==> src/rtl/prio_encoder_q_if.sv <==
// Request/handshake bundle for prio_encoder_q.
// The master side is the encoder: it takes in request lines and the consumer's
// ready, and presents the encoded index.
interface prio_encoder_q_if #(
    parameter int unsigned N = 4,
    parameter int unsigned W = 2
);
    logic [N-1:0] req;
    logic         ready;
    logic         clr_ovr;
    logic [W-1:0] idx;
    logic         valid;
    logic [N-1:0] pending;
    logic         overrun;

    modport master (
        input  req,
        input  ready,
        input  clr_ovr,
        output idx,
        output valid,
        output pending,
        output overrun
    );

    modport slave (
        output req,
        output ready,
        output clr_ovr,
        input  idx,
        input  valid,
        input  pending,
        input  overrun
    );
endinterface

==> src/rtl/prio_encoder_q.sv <==
// Sequential N-to-log2(N) priority encoder.
// Request pulses are captured into sticky pending bits. The highest-index pending
// bit is presented as a binary index over valid/ready, and its pending bit is
// cleared when the consumer accepts it.
module prio_encoder_q #(
    parameter int unsigned N = 4,
    parameter int unsigned W = 2
) (
    input  logic                  clk,
    input  logic                  rst_n,
    prio_encoder_q_if.master      bus
);

    localparam logic [0:0] StIdle    = 1'b0;
    localparam logic [0:0] StPresent = 1'b1;

    logic [0:0]   state_q, state_d;
    logic [W-1:0] idx_q, idx_d;
    logic [N-1:0] pending_q, pending_d;
    logic         overrun_q, overrun_d;

    logic         valid;
    logic         accept;
    logic [N-1:0] accept_mask;
    logic [N-1:0] rem;
    logic         ovr_set;

    // Index of the highest set bit; callers never pass zero.
    function automatic logic [W-1:0] enc(input logic [N-1:0] v);
        logic [W-1:0] r;
        r = '0;
        for (int i = 0; i < int'(N); i++) begin
            if (v[i]) begin
                r = W'(i);
            end
        end
        return r;
    endfunction

    assign valid = (state_q == StPresent);

    // Accept decode: one-hot of the presented index during a handshake.
    always_comb begin
        accept      = valid && bus.ready;
        accept_mask = '0;
        for (int i = 0; i < int'(N); i++) begin
            accept_mask[i] = accept && (idx_q == W'(i));
        end
        rem = pending_q & ~accept_mask;
    end

    // Pending and overrun next state; a same-cycle request re-arms the accepted bit.
    always_comb begin
        pending_d = rem | bus.req;
        ovr_set   = |(bus.req & rem);
        overrun_d = overrun_q;
        if (ovr_set) begin
            overrun_d = 1'b1;
        end else if (bus.clr_ovr) begin
            overrun_d = 1'b0;
        end
    end

    // Presentation FSM; decisions use the registered pending vector only, so a
    // higher-priority request cannot disturb an index already on the bus.
    always_comb begin
        state_d = state_q;
        idx_d   = idx_q;
        case (state_q)
            StIdle: begin
                if (|pending_q) begin
                    idx_d   = enc(pending_q);
                    state_d = StPresent;
                end
            end
            StPresent: begin
                if (accept) begin
                    if (|rem) begin
                        idx_d = enc(rem);
                    end else begin
                        state_d = StIdle;
                    end
                end
            end
            default: begin
                state_d = StIdle;
            end
        endcase
    end

    // State registers with synchronous active-low reset.
    always_ff @(posedge clk) begin
        if (!rst_n) begin
            state_q   <= StIdle;
            idx_q     <= '0;
            pending_q <= '0;
            overrun_q <= 1'b0;
        end else begin
            state_q   <= state_d;
            idx_q     <= idx_d;
            pending_q <= pending_d;
            overrun_q <= overrun_d;
        end
    end

    assign bus.idx     = idx_q;
    assign bus.valid   = valid;
    assign bus.pending = pending_q;
    assign bus.overrun = overrun_q;

endmodule

==> src/flat_wrapper.sv <==
// flat-port wrapper written by rule: the top's interface ports become plain ports
module prio_encoder_q_flat 
#(
    parameter int unsigned N = 4,
    parameter int unsigned W = 2
)
  (clk, rst_n, bus_req, bus_ready, bus_clr_ovr, bus_idx, bus_valid, bus_pending, bus_overrun);
  prio_encoder_q_if #(.N(N), .W(W)) bus_i ();
  input  logic clk;
  input  logic rst_n;
  input wire logic [$bits(bus_i.req)-1:0] bus_req;
  input wire logic [$bits(bus_i.ready)-1:0] bus_ready;
  input wire logic [$bits(bus_i.clr_ovr)-1:0] bus_clr_ovr;
  output wire logic [$bits(bus_i.idx)-1:0] bus_idx;
  output wire logic [$bits(bus_i.valid)-1:0] bus_valid;
  output wire logic [$bits(bus_i.pending)-1:0] bus_pending;
  output wire logic [$bits(bus_i.overrun)-1:0] bus_overrun;
  assign bus_i.req = bus_req;
  assign bus_i.ready = bus_ready;
  assign bus_i.clr_ovr = bus_clr_ovr;
  assign bus_idx = bus_i.idx;
  assign bus_valid = bus_i.valid;
  assign bus_pending = bus_i.pending;
  assign bus_overrun = bus_i.overrun;
  prio_encoder_q #(.N(N), .W(W)) u_core (.clk(clk), .rst_n(rst_n), .bus(bus_i));
endmodule
==> config.mk <==
export PLATFORM = sky130hd
export DESIGN_NAME = prio_encoder_q_flat
export DESIGN_NICKNAME = d
export VERILOG_FILES = /design/src/rtl/prio_encoder_q_if.sv /design/src/rtl/prio_encoder_q.sv /design/src/flat_wrapper.sv
export SDC_FILE = /design/constraint.sdc
export NUM_CORES = 1
export LEC_CHECK = 0
export BUFFER_PORTS_ARGS = -buffer_cell sky130_fd_sc_hd__buf_2
export CAP_MARGIN = 20
export CELL_PAD_IN_SITES_DETAIL_PLACEMENT = 1
export CELL_PAD_IN_SITES_GLOBAL_PLACEMENT = 1
export CORE_AREA = 2 2 39 41
export DETAILED_ROUTE_END_ITERATION = 6
export DIE_AREA = 0 0 41 43
export GPL_TIMING_DRIVEN = 0
export MAX_ROUTING_LAYER = met4
export PLACE_DENSITY_LB_ADDON = 0.05
export SLEW_MARGIN = 20
export SYNTH_ARGS = -nofsm -noshare
export SYNTH_HDL_FRONTEND = slang
export SYNTH_SLANG_ARGS = --single-unit
==> constraint.sdc <==
create_clock -name clk -period 2.1 [get_ports clk]
set_input_delay 0 -clock clk [delete_from_list [all_inputs] [get_ports clk]]
set_output_delay 0 -clock clk [all_outputs]
set_load 0.02 [all_outputs]
==> results.md <==
* Min cycle time layout at 1.58 ns
* DRC Markers at 0
* Critical path required time at 2.23 ns
* GRT Total Usage at 0.156
* CTS sink cnt at 8
* Switching Power at 0.000129 W
* Area grow syn2layout at 42.1%
* Crit Path Category: reg -> reg
* CP Depth at 5
* Net Sw Frac at 0.316
* Yosys cell types at 23
* RSZ-0062 raised after global routing: false
* DRT iter0 DRCs at 4
* Synthesized area at ~400 um2
* Setup crit end kind: flip-flop
* Area occupied by multi-input gates at 230 um2
* Cell breakdown of the critical path: mux2_2 -> o22a_1 -> nor3_2 -> o22ai_1 -> mux2i_1
* Slew margin rel. at 0.771
* Chip width at slightly above 40 um
* Routed Antenna Nets at 0
* Critical path buffers and inverters at 0
* Achievable Freq at 632 MHz
* Static Leak at 0.249 nW
* Setup bufs post-CTS at 0
* R2R Path Start: u_core.bus.idx[0]$_SDFFE_PN0P_
* CP Max Fanout at 7
* Core ar. at roughly 0.0014 mm2
* P per Cell Area at 723 mW/mm2
* Status: finished clean
* Largest net degree at the start of global routing at 10
* Total inserted antenna cells at 0
* Fin Setup TNS at 0 ns
* PostCTS Resize Cnt at 0
* Fin. Hold Viols at 0
* Yosys warning count at 0
* Drt first pass iters at 4
* Post-CTS Hold Buffers at 5
* CP peak stage delay at 0.44 ns
* Internal power at between 0.0002 and 0.0003 W
* FF+latch count, synth at 8
* Synth Net Count at 56
* End point of the critical path: u_core.bus.idx[0]$_SDFFE_PN0P_
* Row count at 14
* Tightest Hold Check Type: in -> reg
* Syn Area/Cell at between 8 and 9 um2
* CTS tree: yes
* Nets@finish at 81
* Slowest CP cell: dfxtp_1
* Fillers at ~180
* First-pass GRT wire length at ~1800 um
* Vert. Die Dim at 43 um
* Root buffer cell: clkbuf_4
* Initial Util at 0.288
* Setup Skew at slightly below 0.002 ns
* Critical Path Start Type: flip-flop
* CP delay by family, top: multiplexers
* GP Congestion at a little under 0.7
* WHS at 0.0399 ns
* Reg power frac at 0.459
* Sequential-to-total area share from yosys stat at 0.403
* Tcrit/Tclk final at 0.754
* Maxcap violations at 0
* Antenna violations before repair at 0
* Setup crit start: u_core.bus.idx[0]$_SDFFE_PN0P_
* Combinational fraction of design power at 0.250
* Cells after synthesis at 48
* Clock network fraction of design power at 0.292
* Avg WL per Cell at 11.9 um
* H-Tree Level Count at 1
* Max-slew violation count at 0
* Worst-path clk slew at 0.05 ns
* # setup viols final at 0
* IO Pins at 16
* Clock latency on the worst-skew pair at about 0.26 ns
* Peak supply drop at 317 uV
* Cells on worst reg2reg path at 5
* Ratio of cells with drive above 1 in the final layout at 0.310
* Commonest non-fill, non-tap cell in the layout: buf_2
* Port bufs at 15
* Vias at 442
* DP HPWL at 813 um
* Vias per std cell at 5.08
* Worst slew pin tran at 0.341 ns
* Most frequent cells in the layout: buf_2 (15), nor2_1 (8), dfxtp_1 (8)
* Worst EP arrival at 1.71 ns
* Min-delay src: rst_n
* Final wirelength at a little over 1000 um
* FF+latch area at 160 um2
* Worst r2r dst: u_core.bus.idx[0]$_SDFFE_PN0P_
* Number of buffers created by CTS at 3
* Reg2Reg Setup Slack at a little over 0.5 ns
* Total congestion overflow at 0
* Max Buffers Root-to-Sink at 2
* Vias in the first global route at 436
* Die area at 0.00176 mm2
==> power groups by stage <==
stage               logic [W]  registers (W)  clock network, W
floorplan           0.0000460       0.000205                 0
global placement    0.0000964       0.000191                 0
detailed placement  0.0000963       0.000191                 0
CTS                  0.000104       0.000188          0.000126
global route         0.000114       0.000191          0.000135
finish               0.000102       0.000188          0.000119
==> tightest hold or removal path, stage by stage <==
cell and delay [ns]:
buf_2 0.13, nand2_1 0.06, mux2i_1 0.05
==> kinds of logic (layout without fill, tap and decap cells) <==
group	count (synthesis)	after routing	synth area share
AND/OR/NAND/NOR	22	22	0.274
AO/OA/AOI/OAI	13	13	0.226
buffers and inverters	2	25	0.0189
multiplexers	3	3	0.0786
flip-flops	8	8	0.403
==> sequential cells by signal (all words and copies together) (netlist names) <==
register and flops:
u_core.bus.idx 2, u_core.bus.valid 1, u_core.bus.pending 4, u_core.bus.overrun 1
==> per-stage QoR <==
stage / instances / power [W] / setup slack, ns / utilization / cell area [um2]
2_1_floorplan: 48 / 0.000251 / 0.532 / - / 398
3_3_place_gp: 79 / 0.000288 / 0.480 / 0.356 / 493
3_5_place_dp: 79 / 0.000287 / 0.503 / 0.356 / 493
4_1_cts: 87 / 0.000417 / 0.489 / 0.409 / 566
5_1_grt: 87 / 0.000439 / 0.366 / 0.409 / 566
6_report: 87 / 0.000409 / 0.517 / 0.409 / 566
==> how the worst min path moves through the flow <==
| stage | endpoint | slack, ns | depth (start not counted) |
|---|---|---|---|
| global placement | u_core.bus.pending[0]$_SDFF_PN0_ | 0.24 | 3 |
| detailed placement | u_core.bus.pending[0]$_SDFF_PN0_ | 0.25 | 3 |
| floorplan | u_core.bus.valid$_SDFF_PN0_ | 0.11 | 1 |
| CTS | u_core.bus.idx[1]$_SDFFE_PN0P_ | 0.04 | 3 |
| global route | u_core.bus.idx[1]$_SDFFE_PN0P_ | 0.04 | 3 |
| finish | u_core.bus.idx[1]$_SDFFE_PN0P_ | 0.04 | 3 |
==> cells in the mapped netlist <==
library cell | count | area share
nor2b_1 | 2 | 0.031
nor2_1 | 8 | 0.075
nand3_1 | 1 | 0.013
o22ai_1 | 1 | 0.016
and2_2 | 1 | 0.019
nand2_1 | 6 | 0.057
a31oi_1 | 2 | 0.031
o22a_1 | 1 | 0.022
mux2i_1 | 2 | 0.050
o211ai_1 | 1 | 0.019
a21oi_1 | 1 | 0.013
o21ai_0 | 2 | 0.025
nand2_2 | 1 | 0.016
o311ai_0 | 1 | 0.022
mux2_2 | 1 | 0.028
dfxtp_1 | 8 | 0.40
o31a_1 | 1 | 0.022
a22oi_1 | 1 | 0.019
o21a_1 | 2 | 0.038
inv_1 | 2 | 0.019
nor3_2 | 1 | 0.025
nand4b_1 | 1 | 0.022
nor4_1 | 1 | 0.016
==> cell type report <==
cell class                      instances  area share
Multi-Input combinational cell         38       0.407
Tap cell                               16      0.0354
Inverter                                2      0.0133
Clock buffer                            3      0.0398
Timing Repair Buffer                   20       0.221
Sequential cell                         8       0.283
==> layer usage <==
metal	GRT usage	vias to the layer above	share of wire
met1	0.181	203	0.46
li1	-	221	-
met4	0.100	0	0.021
met5	-	-	0
met2	0.231	16	0.46
met3	0.0314	2	0.064
(Power assumes the default switching activity.)
